## config.mk

```make
export PLATFORM = sky130hd
export DESIGN_NAME = tc_bus_master
export DESIGN_NICKNAME = d
export VERILOG_FILES = /design/src/rtl/tc_pkg.sv /design/src/rtl/tc_cmd_fifo.sv /design/src/rtl/tc_bus_master.sv
export SDC_FILE = /design/constraint.sdc
export NUM_CORES = 1
export LEC_CHECK = 0
export CAP_MARGIN = 30
export CORE_MARGIN = 2
export CORE_UTILIZATION = 49
export DETAILED_ROUTE_END_ITERATION = 8
export PLACE_DENSITY = 0.74
export SYNTH_ARGS = -nofsm -noshare
export SYNTH_HDL_FRONTEND = slang
export SYNTH_HIERARCHICAL = 1
export SYNTH_SLANG_ARGS = --single-unit
```

## constraint.sdc

```tcl
create_clock -name clk -period 4.12 [get_ports clk]
set_clock_uncertainty 0.15 [all_clocks]
set_input_delay 0.618 -clock clk [delete_from_list [all_inputs] [get_ports clk]]
set_output_delay 0.618 -clock clk [all_outputs]
set_load 0.05 [all_outputs]
```

## src/rtl/tc_pkg.sv

```systemverilog
// Shared definitions for the timer/counter bus master: register map, FSM states, command record.
// IQ_* states exist only when TC_MASTER_IRQ_EN is defined.
package tc_pkg;

    localparam logic [7:0] TCCRA = 8'h24;
    localparam logic [7:0] TCCRB = 8'h25;
    localparam logic [7:0] TCNT  = 8'h26;
    localparam logic [7:0] OCRA  = 8'h27;
    localparam logic [7:0] OCRB  = 8'h28;
    localparam logic [7:0] TIFR  = 8'h15;
    localparam logic [7:0] TIMSK = 8'h6E;

    typedef enum logic [2:0] {
        IDLE,
        WR,
        RD,
        CAP,
        RSP
`ifdef TC_MASTER_IRQ_EN
        ,
        IQ_RD,
        IQ_CAP,
        IQ_CLR
`endif
    } tc_mst_state_e;

    typedef struct packed {
        logic       write;
        logic [7:0] addr;
        logic [7:0] wdata;
    } tc_cmd_t;

endpackage

```

## src/rtl/tc_cmd_fifo.sv

```systemverilog
// DEPTH-entry synchronous command FIFO; pointers carry one extra wrap bit to tell full from empty.
module tc_cmd_fifo import tc_pkg::*; #(
    parameter int unsigned DEPTH = 4
) (
    input  logic    clk,
    input  logic    rst,
    input  logic    push,
    input  tc_cmd_t din,
    input  logic    pop,
    output tc_cmd_t dout,
    output logic    full,
    output logic    empty
);

    localparam int unsigned AW = $clog2(DEPTH);

    tc_cmd_t     mem [DEPTH];
    logic [AW:0] wr_ptr;
    logic [AW:0] rd_ptr;

    assign empty = (wr_ptr == rd_ptr);
    assign full  = (wr_ptr[AW] != rd_ptr[AW]) && (wr_ptr[AW-1:0] == rd_ptr[AW-1:0]);
    assign dout  = mem[rd_ptr[AW-1:0]];

    always_ff @(posedge clk or posedge rst) begin
        if (rst) begin
            wr_ptr <= '0;
            rd_ptr <= '0;
        end else begin
            if (push && !full)
                wr_ptr <= wr_ptr + 1'b1;
            if (pop && !empty)
                rd_ptr <= rd_ptr + 1'b1;
        end
    end

    always_ff @(posedge clk) begin
        if (push && !full)
            mem[wr_ptr[AW-1:0]] <= din;
    end

endmodule

```

## src/rtl/tc_bus_master.sv

```systemverilog
// Bus initiator for the tc register block: queued writes/reads plus optional TIFR interrupt service.
// Interrupt service is compiled in only when TC_MASTER_IRQ_EN is defined.
module tc_bus_master import tc_pkg::*; #(
    parameter int unsigned DEPTH     = 4,
    parameter int unsigned RD_LAT    = 1,
    parameter logic [7:0]  TIFR_ADDR = TIFR
) (
    input  logic       clk,
    input  logic       rst,
    input  logic       cmd_valid,
    output logic       cmd_ready,
    input  logic       cmd_write,
    input  logic [7:0] cmd_addr,
    input  logic [7:0] cmd_wdata,
    output logic       rsp_valid,
    input  logic       rsp_ready,
    output logic [7:0] rsp_addr,
    output logic [7:0] rsp_data,
    output logic [7:0] addr,
    output logic [7:0] wdata,
    output logic       write,
    output logic       read,
    input  logic [7:0] rdata,
    input  logic       interrupt_request,
    output logic       irq_valid,
    output logic [7:0] irq_flags,
    output logic       busy
);

    localparam logic [2:0] LAT_LOAD = 3'(RD_LAT - 1);

    tc_mst_state_e state;
    tc_cmd_t       fifo_din;
    tc_cmd_t       fifo_dout;
    logic          fifo_full;
    logic          fifo_empty;
    logic          fifo_pop;
    logic [2:0]    lat_cnt;

    assign fifo_din  = '{write: cmd_write, addr: cmd_addr, wdata: cmd_wdata};
    assign cmd_ready = !fifo_full;
    assign busy      = (state != IDLE) || !fifo_empty;

`ifdef TC_MASTER_IRQ_EN
    logic irq_q1;
    logic irq_q2;
    logic irq_pend;
    logic irq_edge;
    logic irq_take;

    // An edge seen in IDLE is taken at once so it beats a command queued in the same cycle.
    assign irq_edge = irq_q1 && !irq_q2;
    assign irq_take = (state == IDLE) && (irq_pend || irq_edge);
    assign fifo_pop = (state == IDLE) && !irq_take && !fifo_empty;
`else
    logic unused_irq;
    assign unused_irq = interrupt_request;
    assign fifo_pop   = (state == IDLE) && !fifo_empty;
    assign irq_valid  = 1'b0;
    assign irq_flags  = '0;
`endif

    tc_cmd_fifo #(.DEPTH(DEPTH)) u_fifo (
        .clk   (clk),
        .rst   (rst),
        .push  (cmd_valid),
        .din   (fifo_din),
        .pop   (fifo_pop),
        .dout  (fifo_dout),
        .full  (fifo_full),
        .empty (fifo_empty)
    );

    always_ff @(posedge clk or posedge rst) begin
        if (rst) begin
            state     <= IDLE;
            lat_cnt   <= '0;
            addr      <= '0;
            wdata     <= '0;
            write     <= 1'b0;
            read      <= 1'b0;
            rsp_valid <= 1'b0;
            rsp_addr  <= '0;
            rsp_data  <= '0;
`ifdef TC_MASTER_IRQ_EN
            irq_q1    <= 1'b0;
            irq_q2    <= 1'b0;
            irq_pend  <= 1'b0;
            irq_valid <= 1'b0;
            irq_flags <= '0;
`endif
        end else begin
`ifdef TC_MASTER_IRQ_EN
            irq_q1 <= interrupt_request;
            irq_q2 <= irq_q1;
            if (irq_take)
                irq_pend <= 1'b0;
            else if (irq_edge)
                irq_pend <= 1'b1;
`endif
            case (state)
                IDLE: begin
`ifdef TC_MASTER_IRQ_EN
                    if (irq_take) begin
                        addr    <= TIFR_ADDR;
                        read    <= 1'b1;
                        lat_cnt <= LAT_LOAD;
                        state   <= IQ_RD;
                    end else
`endif
                    if (fifo_pop) begin
                        addr  <= fifo_dout.addr;
                        wdata <= fifo_dout.wdata;
                        if (fifo_dout.write) begin
                            write <= 1'b1;
                            state <= WR;
                        end else begin
                            read    <= 1'b1;
                            lat_cnt <= LAT_LOAD;
                            state   <= RD;
                        end
                    end
                end
                WR: begin
                    write <= 1'b0;
                    state <= IDLE;
                end
                RD: begin
                    if (lat_cnt == 3'd0) begin
                        read  <= 1'b0;
                        state <= CAP;
                    end else begin
                        lat_cnt <= lat_cnt - 3'd1;
                    end
                end
                CAP: begin
                    rsp_data  <= rdata;
                    rsp_addr  <= addr;
                    rsp_valid <= 1'b1;
                    state     <= RSP;
                end
                RSP: begin
                    if (rsp_ready) begin
                        rsp_valid <= 1'b0;
                        state     <= IDLE;
                    end
                end
`ifdef TC_MASTER_IRQ_EN
                IQ_RD: begin
                    if (lat_cnt == 3'd0) begin
                        read  <= 1'b0;
                        state <= IQ_CAP;
                    end else begin
                        lat_cnt <= lat_cnt - 3'd1;
                    end
                end
                IQ_CAP: begin
                    // Writing the flags back clears them in TIFR.
                    irq_flags <= rdata;
                    wdata     <= rdata;
                    write     <= 1'b1;
                    irq_valid <= 1'b1;
                    state     <= IQ_CLR;
                end
                IQ_CLR: begin
                    write     <= 1'b0;
                    irq_valid <= 1'b0;
                    state     <= IDLE;
                end
`endif
                default: state <= IDLE;
            endcase
        end
    end

endmodule

```

==> key figures <==
Power
  – PnR Total Power: 5.43 mW
  – Pwr Density: 911 nW/um^2
  – P_leak: 2.34 nW
  – Worst vdd ir: 0.533 mV

Placed design
  – Worst setup slack after placement: 1.29 ns
  – GP Congestion: 0.791
  – Buffers added on ports: 65
  – Detailed-placement wirelength estimate: 5320 um
  – Placement Cell Area: 5460 sq um

Final layout
  – End-of-flow core utilization: 64.0%
  – Layout filler cell count: 698
  – Fraction of final layout cells with drive strength greater than 1: 19.3%
  – Final instance area: 5970 sq um
  – Number of nets at the end of the flow: 413
  – Count of antenna diodes in the layout: 0
  – Area added between synthesis and finish: 25.7%

Worst setup path
  – Required time at the worst-slack endpoint: 3.35 ns
  – Path depth of the worst reg2reg path: 6
  – Data arrival time of the worst path: 2.62 ns
  – Worst Setup Path Type: flip-flop to primary output
  – CP Cell Sequence: xor2_2 -> nor3_1 -> inv_1 -> or4_2 -> buf_4
  – Nature of the critical path startpoint: flip-flop
  – Crit path capture type: primary output
  – Slowest library cell on the worst path: sky130_fd_sc_hd__or4_2
  – Peak per-stage delay on the critical path: 0.56 ns
  – Terminus of the critical flop-to-flop path: u_fifo/rd_ptr[2]
  – Worst R2R Setup Slack: 1.47 ns
  – Reg2reg start: u_fifo/wr_ptr[0]
  – Worst Path Max Fanout: 6

Floorplanning
  – DIE HEIGHT: 102 um
  – Initial Utilization: 50.9%
  – FP Rows: 35
  – Die Footprint: 10500 sq um
  – Width of the die: 102 um
  – I/O Pins: 76
  – Placeable core region: 9330 sq um

Clocking
  – Worst-Skew Late Latency: 0.51 ns
  – Clock tree from TritonCTS: yes
  – Number of buffers added to fix hold violations after cts: 0
  – Count of cells resized by post-cts repair: 0
  – Count of H-tree levels built during CTS: 4
  – Clock sinks: 115
  – Inserted Clock Buffers: 17
  – Post-CTS setup repair buffer count: 0
  – Library cell used as clock root buffer: sky130_fd_sc_hd__clkbuf_8
  – Worst-path clk slew: 0.05 ns
  – Number of buffers on the longest clock path: 2

STA
  – Total Negative Setup Slacks: 0 ns
  – Minimum clock period after layout: 3.38 ns
  – Max frequency: 295 MHz
  – Final Hold Violating Endpoints: 0
  – Period Utilization, post-route: 82.2%
  – Actual transition at the worst max-transition pin: 0.978 ns
  – Count of final setup violators: 0
  – Slew headroom: 34.8%
  – Number of max-slew violations in the final report: 0
  – Post-route setup slack: 0.735 ns
  – RSZ-0062 raised after global routing: false

Global route
  – First-pass GRT wire length: 13800 um
  – Aggregate global-route resource usage: 18.7%
  – Maximum number of pins on one net before global-route repair: 42
  – Antenna violations before repair: 0
  – Met1 GRT Util: 23.6%
  – Routing usage on met2: 30.1%
  – Met3 global-route usage: 6.77%
  – Vias in the first global route: 2647
  – Congestion Overflow GR: 0
  – Global-route layer with the greatest usage: met2

Yosys
  – Seq/Total Area, Yosys: 67.8%
  – Synth Area per Inst: 15.8 sq um
  – Top cell types by occurrence after synthesis: 68 x sky130_fd_sc_hd__edfxtp_1, 52 x sky130_fd_sc_hd__nand2_1, 47 x sky130_fd_sc_hd__dfrtp_1
  – Leading area contributor after synthesis: sky130_fd_sc_hd__edfxtp_1
  – Post-synth EDFFs: 68
  – Most common cell in the synthesized netlist: sky130_fd_sc_hd__edfxtp_1
  – Number of cells produced by synthesis: 300
  – Leading cell types by total area after synthesis: sky130_fd_sc_hd__edfxtp_1 43%, sky130_fd_sc_hd__dfrtp_1 25%, sky130_fd_sc_hd__mux4_2 6.6%, sky130_fd_sc_hd__nand2_1 4.1%, sky130_fd_sc_hd__mux2_2 3.8%
  – Area fraction of the dominant cell type after synthesis: 43.0%
  – Flip-flop cell with the highest count after synthesis: sky130_fd_sc_hd__edfxtp_1
  – Post-synth cell types: 47
  – Async S/R FF share, synth: 40.9%
  – Cell Area, Synth: 4740 sq um
  – Number of storage elements in the synthesis netlist: 115
  – Total number of yosys warnings: 6

Run
  – Max capacitance violation total: 0

Routing
  – Aggregate routed wire length: 8850 um
  – Remaining antenna violation count after routing: 0
  – Via-to-Cell Ratio: 5.14
  – Drt wl/cell: 17.1 um
  – Initial DRT Pass Iterations: 4
  – Violation count after the first detailed-routing iteration: 105
  – Via count: 2660
  – Drt drc: 0

Hold path
  – Min-Delay Path Class: input port to async pin

Outcome
  – Outcome: completed
registers in the layout, indices dropped and copies added (netlist names):
register / count
rsp_data: 8
rsp_addr: 8
wdata: 8
u_fifo/rd_ptr: 3
state: 3
u_fifo/mem: 68
read: 1
rsp_valid: 1
u_fifo/wr_ptr: 3
lat_cnt: 3
addr: 8
write: 1
stage by stage:
step           hold slack [ns]  instances
6_report                 0.231        518
5_1_grt                  0.248        518
4_1_cts                  0.214        518
3_5_place_dp             0.318        486
3_3_place_gp             0.311        486
2_1_floorplan            0.259        308
worst max-delay path, delay by kind of cell (launching register included):
family / cells / cell delay [ns]
flip-flops: 1 / 0.49
XOR/XNOR: 1 / 0.24
AND/OR/NAND/NOR: 2 / 1.06
buffers and inverters: 2 / 0.33
logic make-up after synthesis:
group           count (synthesis)  share of synthesized area (%)
buf+inv                        31                           4.19
flops                         115                           67.8
simple gates                   78                           7.65
mux                            34                           12.3
xor+xnor                        9                           2.14
other cells                     1                         0.0790
fa+ha+maj                       7                           1.85
compound gates                 25                           3.96
cell usage in the layout (no fill, tap or decap), types with 7 or more instances in the layout:
cell type,n
sky130_fd_sc_hd__dfrtp_1,47
sky130_fd_sc_hd__mux2_2,16
sky130_fd_sc_hd__inv_1,9
sky130_fd_sc_hd__mux4_2,14
sky130_fd_sc_hd__clkbuf_16,16
sky130_fd_sc_hd__edfxtp_1,68
sky130_fd_sc_hd__clkdlybuf4s50_1,64
sky130_fd_sc_hd__ha_1,7
sky130_fd_sc_hd__a21oi_1,7
sky130_fd_sc_hd__conb_1,9
sky130_fd_sc_hd__nand2_1,52
worst max path at each step:
stage	startpoint	to	slack [ns]	cells after the start
floorplan	u_fifo/wr_ptr[0]	busy	1.53	4
global placement	u_fifo/rd_ptr[0]	cmd_ready	1.34	6
detailed placement	u_fifo/wr_ptr[0]	busy	1.29	5
CTS	u_fifo/wr_ptr[0]	busy	0.73	5
global route	u_fifo/wr_ptr[0]	busy	0.64	5
finish	u_fifo/wr_ptr[0]	busy	0.74	5
power breakdown:
part	total, mW	internal [mW]	switching (mW)	leakage (nW)
Sequential	1.82	1.62	0.205	1.20
Combinational	2.37	0.875	1.50	0.886
Clock	1.24	0.775	0.462	0.251
Total	5.43	3.27	2.17	2.34
metal layers:
metal	wire (um)	vias to the layer above	part of all wire [%]
li1	-	1232	-
met1	3900	1330	44
met2	4270	89	48
met3	558	9	6.3
met4	114	0	1.3
met5	0	-	0
layout make-up:
| cell class | instances | area (sq um) | share of cell area [%] |
|---|---|---|---|
| inverter | 11 | 41.3 | 0.692 |
| sequential | 115 | 3220 | 53.9 |
| timing repair buffer | 69 | 678 | 11.4 |
| multi-input combinational | 162 | 1360 | 22.8 |
| tap | 129 | 161 | 2.71 |
| clock buffer | 25 | 474 | 7.95 |
| clock inverter | 7 | 35.0 | 0.587 |
(Power assumes the default switching activity.)
